## config.mk

```make
export PLATFORM = sky130hd
export DESIGN_NAME = cv32e40s_dbg_trace_buf
export DESIGN_NICKNAME = d
export VERILOG_FILES = /design/src/rtl/cv32e40s_dbg_trace_buf.sv
export SDC_FILE = /design/constraint.sdc
export NUM_CORES = 1
export LEC_CHECK = 0
export BUFFER_PORTS_ARGS = -buffer_cell sky130_fd_sc_hd__buf_2
export CORE_UTILIZATION = 30
export CTS_CLUSTER_DIAMETER = 120
export DETAILED_ROUTE_END_ITERATION = 8
export PLACE_DENSITY = 0.46
export RECOVER_POWER = 50
export SLEW_MARGIN = 0
export SYNTH_ARGS = -nofsm -noshare
export SYNTH_HDL_FRONTEND = slang
export SYNTH_SLANG_ARGS = --single-unit
```

## constraint.sdc

```tcl
create_clock -name clk -period 4 [get_ports clk]
set_input_delay 0.6 -clock clk [delete_from_list [all_inputs] [get_ports clk]]
set_output_delay 0.6 -clock clk [all_outputs]
set_load 0.02 [all_outputs]
```

## src/rtl/cv32e40s_dbg_trace_buf.sv

```systemverilog
// cv32e40s_dbg_trace_buf: triggerable circular history of decode-stage info, frozen for indexed readout
module cv32e40s_dbg_trace_buf #(
  parameter int REGFILE_NUM_READ_PORTS = 2,
  parameter int DEPTH = 16,
  parameter int POST_TRIGGER = 4,
  localparam int AW = $clog2(DEPTH),
  localparam int EW = 40 + 6 * REGFILE_NUM_READ_PORTS
) (
  input  logic                              clk,
  input  logic                              rst,
  input  logic                              valid_i,
  input  logic [31:0]                       instr_i,
  input  logic                              is_compressed_i,
  input  logic [REGFILE_NUM_READ_PORTS-1:0] rf_re_i,
  input  logic [4:0]                        rf_raddr_i [REGFILE_NUM_READ_PORTS],
  input  logic                              rf_we_i,
  input  logic [4:0]                        rf_waddr_i,
  input  logic                              illegal_insn_i,
  input  logic                              clear_i,
  input  logic                              arm_i,
  input  logic [1:0]                        trig_mode_i,
  input  logic                              trig_i,
  input  logic [4:0]                        match_waddr_i,
  input  logic [6:0]                        match_opcode_i,
  input  logic [AW-1:0]                     rd_idx_i,
  output logic [EW-1:0]                     rd_entry_o,
  output logic [AW:0]                       count_o,
  output logic [1:0]                        state_o,
  output logic [AW-1:0]                     trig_idx_o
);
  typedef enum logic [1:0] {IDLE, ARMED, POST, FROZEN} state_t;
  localparam logic [AW:0] DEPTH_C = (AW+1)'(DEPTH);
  localparam logic [AW-1:0] PT = AW'(POST_TRIGGER);
  localparam logic [AW-1:0] PT1 = AW'(POST_TRIGGER + 1);
  state_t state;
  logic [EW-1:0] mem [DEPTH];
  logic [AW-1:0] wptr, post_cnt, wptr_nxt, oldest, rd_addr;
  logic [AW:0] count, count_nxt;
  logic [5*REGFILE_NUM_READ_PORTS-1:0] raddr_flat;
  logic [EW-1:0] entry;
  logic we, trig_hit, rd_hit;
  for (genvar g = 0; g < REGFILE_NUM_READ_PORTS; g++) begin : g_raddr
    assign raddr_flat[5*g +: 5] = rf_raddr_i[g];
  end
  assign entry = {instr_i, is_compressed_i, rf_re_i, raddr_flat, rf_we_i, rf_waddr_i, illegal_insn_i};
  always_comb begin
    we = valid_i && state != FROZEN && !clear_i;
    trig_hit = valid_i && (trig_mode_i == 2'd0 ? trig_i :
                           trig_mode_i == 2'd1 ? illegal_insn_i :
                           trig_mode_i == 2'd2 ? rf_we_i && rf_waddr_i == match_waddr_i :
                                                 instr_i[6:0] == match_opcode_i);
    wptr_nxt = we ? wptr + 1'b1 : wptr;
    count_nxt = we && count != DEPTH_C ? count + 1'b1 : count;
    oldest = count == DEPTH_C ? wptr : '0;
    rd_addr = oldest + rd_idx_i;
    rd_hit = {1'b0, rd_idx_i} < count;
  end
  always_ff @(posedge clk) if (we) mem[wptr] <= entry;
  always_ff @(posedge clk) begin
    if (rst) begin
      state <= IDLE;
      count <= '0;
      wptr <= '0;
      post_cnt <= '0;
      rd_entry_o <= '0;
    end else begin
      rd_entry_o <= rd_hit ? mem[rd_addr] : '0;
      if (clear_i) begin
        state <= IDLE;
        count <= '0;
        wptr <= '0;
        post_cnt <= '0;
      end else if (arm_i) begin
        state <= ARMED;
        count <= state == FROZEN ? '0 : count_nxt;
        wptr <= state == FROZEN ? '0 : wptr_nxt;
      end else begin
        count <= count_nxt;
        wptr <= wptr_nxt;
        if (state == ARMED && trig_hit) begin
          state <= POST_TRIGGER == 0 ? FROZEN : POST;
          post_cnt <= PT;
        end else if (state == POST && valid_i) begin
          post_cnt <= post_cnt - 1'b1;
          if (post_cnt == AW'(1)) state <= FROZEN;
        end
      end
    end
  end
  assign count_o = count;
  assign state_o = state;
  assign trig_idx_o = state == FROZEN ? count[AW-1:0] - PT1 : '0;
endmodule

```

# Word-level counts from Yosys, hierarchy flattened
# Memories as Yosys holds them, arrays and structs flattened. A register that Yosys moved wholly into a read port is not among the register bits.
# Index checks and enable logic that the tools add are counted.
[classes]
n_addsub = 5
bitwise = 2
order_cmp = 1
eq_ne = 11
reduce_logical = 19
muxes = 19
[op_table]
columns = ["operator", "n"]
rows = [
  ["$mux 4", 7],
  ["$mux 5", 3],
  ["$eq 7x7->1", 1],
  ["$logic_and 1x1->1", 7],
  ["$eq 2x2->1 const B", 3],
  ["$mux 1", 6],
  ["$mux 2", 3],
  ["$reduce_and 2->1", 3],
  ["$reduce_bool 3->1", 2],
  ["$add 5x1->5 const B", 1],
  ["$eq 5x5->1", 1],
  ["$eq 5x5->1 const B", 1],
  ["$lt 4x5->1", 1],
  ["$ne 5x5->1 const B", 1],
  ["$add 4x1->4 const B", 1],
  ["$add 4x4->4", 1],
  ["$eq 2x1->1 const B", 2],
  ["$eq 4x1->1 const B", 1],
  ["$reduce_bool 2->1", 2],
  ["$reduce_or 2->1", 2],
  ["$sub 4x1->4 const B", 1],
  ["$sub 4x3->4 const B", 1],
  ["$reduce_or 3->1", 1],
  ["$logic_not 2->1", 1],
  ["other kinds (3)", 4],
]
[totals]
inputBits = 76
output_inout_bits = 63
register_bits = 15
ram_bits = 832
mem_count = 1
elab_cells = 63
[memory_table]
columns = ["memory", "words", "word_bits", "rd", "rd_clocked_by_memory_dff", "wr", "line_no", "source"]
rows = [
  ["mem", 16, 52, 1, 1, 1, "36", "logic [EW-1:0] mem [DEPTH];"],
]

# Longest topological paths before layout
[depth]
word_depth = 9
ltp_mapped = 14
depth_no_buf = 10

# Worst setup path after synthesis
# OpenSTA, ideal clock, no wires.
[synth_path]
kind = "flip-flop to flip-flop"
startpoint = "reg count[0], in the netlist count_o[0]"
endpoint = "reg rd_entry_o[41], read port of mem"
stages_incl_launch_ff = 15
t_arrival_ps = 3283
period_less_slack_ps = 3425
t_required_ps = 3858
path_slack_ps = 575
setup_ps = 142
n_path_buf = 4
path_cell_list = "dfxtp_1 -> inv_1 -> ha_1 -> nand4bb_1 -> buf_6 -> nor2_1 -> ha_1 -> fa_1 -> buf_2 -> buf_2 -> clkbuf_1 -> mux4_2 -> mux2_2 -> nor3_1 -> a2111oi_1"
[synth_between]
elab_chain_len = 3
elab_cells_between_ends = 6
cone_classes = "add/sub (1); order compare (1); eq/ne (1); mux (1); bitwise (1); reduce/logical (1)"
[synth_lines]
columns = ["item", "line_no", "source"]
rows = [
  ["from (decl)", "38", "logic [AW:0] count, count_nxt;"],
  ["from (signal assigned)", "75", "count <= state == FROZEN ? '0 : count_nxt;"],
  ["from (signal assigned)", "78", "count <= count_nxt;"],
  ["$eq 5x5->1 / $lt 4x5->1 (equally long branches)", "54, 56", ""],
  ["$mux 4 / $not 1->1 (equally long branches)", "-", ""],
  ["$add 4x4->4 / $reduce_or 2->1 (equally long branches)", "-", ""],
  ["to (decl)", "26", "output logic [EW-1:0] rd_entry_o,"],
]
# Several ways; a longest one is shown, not always the timed one.
# A chain may end at the register's enable or synchronous reset.

# Worst setup path after layout
[layout_path]
startpoint = "reg count[0], in the netlist count_o[0]"
endpoint = "reg rd_entry_o[25], read port of mem"
# Same word-level chain as after synthesis.

==> metrics.cfg <==
[finish]
fillerInstances=10800
drive_gt1_share_pct=28.9
area_growth_pct=17.7
layout.nets=1939
fin_area_sq_um=41300
fin_cells=3456

[power]
ir_drop_uv=327
p_per_area_nw_per_um2=495
leakagePower_nw=12.9
power.total_mw=20.5

[job]
max_cap_violations=0

[setup_path]
crit_fanout=37
r2r-end=rd_entry_o[25]
endpoint_kind=flip-flop
critPathArrivalTime_ns=4.42
cp-endpoint=rd_entry_o[25]
rrSetupSlack_ns=0.08
cp-startpoint=count_o[0]
crit_type=flip-flop to flip-flop
r2r.worst_path.cells=12
start_kind=flip-flop
worstPathRequired_ns=4.49
timing.rr.start=count_o[0]

[global_route]
grt_max_degree=53
antenna_found_initial=10
overflow=0
grt_pass1_vias=18200
grt_pass1_wl_mm=137
gr-usage-all-layers_pct=16.3

[sta]
finalCritPeriodShare_pct=98.1
final-setup-viol-count=0
worst_pin_slew_ns=1.25
drv_slew=0
clock.fmax_mhz=255
hold_violations=0
fin_tns_setup_ns=0
finalClockSkew_ns=0.0276
rsz0062_at_grt=false
slew_headroom_pct=15.7
whs_ns=0.228
fin_crit_ns=3.92

[synthesis]
synth_top_family_by_area=multiplexers
syn-cell-area_sq_um=35100
ys_seq_area_share_pct=75.0
synthAdderAreaFrac_pct=0.591
ys_types=61
synth-simple-area-share_pct=3.04
synth_xor_area_share_pct=0.549
async_flop_share_pct=0
synth.area.mux_share_pct=15.1
synth_common_cells=832 x edfxtp_1, 208 x mux4_2, 67 x dfxtp_1
synthFlopType=edfxtp_1
yosys.area.top_type=edfxtp_1
post-synth-top-area-fraction_pct=71.1
synth_nets=1715
synth_compound_area_share_pct=3.42
syn_inst=1623
yosys-top-cells-area=edfxtp_1 71%, mux4_2 13%, dfxtp_1 3.8%, mux2_2 1.7%, a221oi_1 1.3%
avgSynthCellArea_sq_um=21.6
yosysMostFrequentCell=edfxtp_1
synth_edf_count=832
synth-seq-cells=899
yosys_warnings=0

[clock_tree]
clk_pin_slew_ns=0.06
cts_buffers=96
clock_path_buffers=3
cts_hold_buf=0
clock_sinks=899
cts_tree=yes
clock-root-buffer=clkbuf_16
clock_latency_ns=0.67
cts_resized=0
h-tree-depth=3
post_cts_buffers=0

[placed_design]
place_area_sq_um=38200
place_congestion=0.749
place_hpwl_mm=52.1
dp_cells=3273
port_buffers=138

[die]
die_x_um=344
io_pins=139
core_sq_um=116000
core.rowCount=125
start_util_pct=30.3
die-area_sq_um=118000
die_h_um=344

[drt]
top_layer=met5
detail-route-antenna-nets=0
remaining_drc_errors=0
wl_met2_mm=46.2
met3_length_mm=4.94
wl_per_cell_um=27.8
drt_iter0_markers=1380
wl_mm=96.2
vias_per_cell=5.00
drt_pass1_iterations=7
met1_length_mm=43.5
via_count=17300

[min_path]
worstHoldPathType=input port to flip-flop

[run_status]
outcome=finished clean

[metrics by stage]
| stage | util (%) | setup WS [ns] |
|---|---|---|
| floorplan | - | 0.575 |
| global placement | 32.9 | 0.251 |
| detailed placement | 32.9 | 0.205 |
| CTS | 35.7 | 0.163 |
| global route | 35.6 | 0.0210 |
| finish | 35.6 | 0.0770 |
[metal layers]
metal / vias to the layer above / track usage [%]
li1: 7333 / -
met2: 406 / 26.2
met1: 9411 / 22.7
met3: 119 / 3.07
met5: - / 0
met4: 16 / 4.18
[critical path, cell delays in order (launching register included)]
cell	delay (ns)
dfxtp_1	0.46
inv_1	0.15
ha_1	0.24
nand4bb_1	0.14
nor2_1	0.09
ha_4	0.17
fa_4	0.86
buf_4	0.21
buf_12	0.26
mux4_2	0.23
and2b_1	0.14
a221oi_1	0.05
a2111oi_1	0.71
[cells in the final DEF, fill, tap and decap left out, types with 8 or more instances in the layout]
cell	instances
clkbuf_16	98
mux2_2	52
xnor2_1	17
edfxtp_1	832
nor3_1	55
buf_12	39
a2111oi_1	45
clkbuf_8	12
nor2_1	17
ha_1	14
nor2b_1	8
mux4_2	208
buf_2	29
clkinv_1	10
bufinv_16	11
inv_1	11
and2_4	16
a221oi_1	52
clkbuf_1	137
nand2_1	8
dfxtp_1	67
and2b_1	44
buf_4	52
clkinv_2	15
[worst min path at each step]
stage	slack, ns	startpoint	depth (start not counted)	end
2_1_floorplan	0.46	post_cnt[3]	2	post_cnt[3]
3_3_place_gp	0.48	post_cnt[3]	2	post_cnt[3]
3_5_place_dp	0.49	post_cnt[3]	2	post_cnt[3]
4_1_cts	0.17	arm_i	2	state_o[1]
5_1_grt	0.22	arm_i	2	state_o[1]
6_report	0.23	arm_i	2	state_o[1]
[kinds of logic (layout without fill, tap and decap cells)]
logic type	count (synthesis)	in the layout
flops	899	899
mux	262	262
simple gates	179	179
compound gates	131	131
buf+inv	114	422
xor+xnor	22	22
fa+ha+maj	16	16
other cells	0	1
[report_power, final]
group / switching (mW) / leakage, nW / internal [mW]
Clock: 3.70 / 1.60 / 5.46
Combinational: 0.565 / 3.28 / 0.401
Sequential: 0.0276 / 8.04 / 10.3
[registers in the layout, indices dropped and copies added, names as in the netlist]
name and cells:
count_o 5, mem 832, post_cnt 4, rd_entry_o 52, state_o 2, wptr 4
[cell type report]
cell class,count,area (sq um),area share [%]
clock inverters,43,533,1.29
repair buffers,228,1720,4.17
multi-input cells,610,8060,19.5
clock buffers,139,2730,6.60
inverters,12,45.0,0.109
flip-flops and latches,899,26300,63.7
diodes,1,2.50,0.00606
well taps,1524,1910,4.61
(Power assumes the default switching activity.)
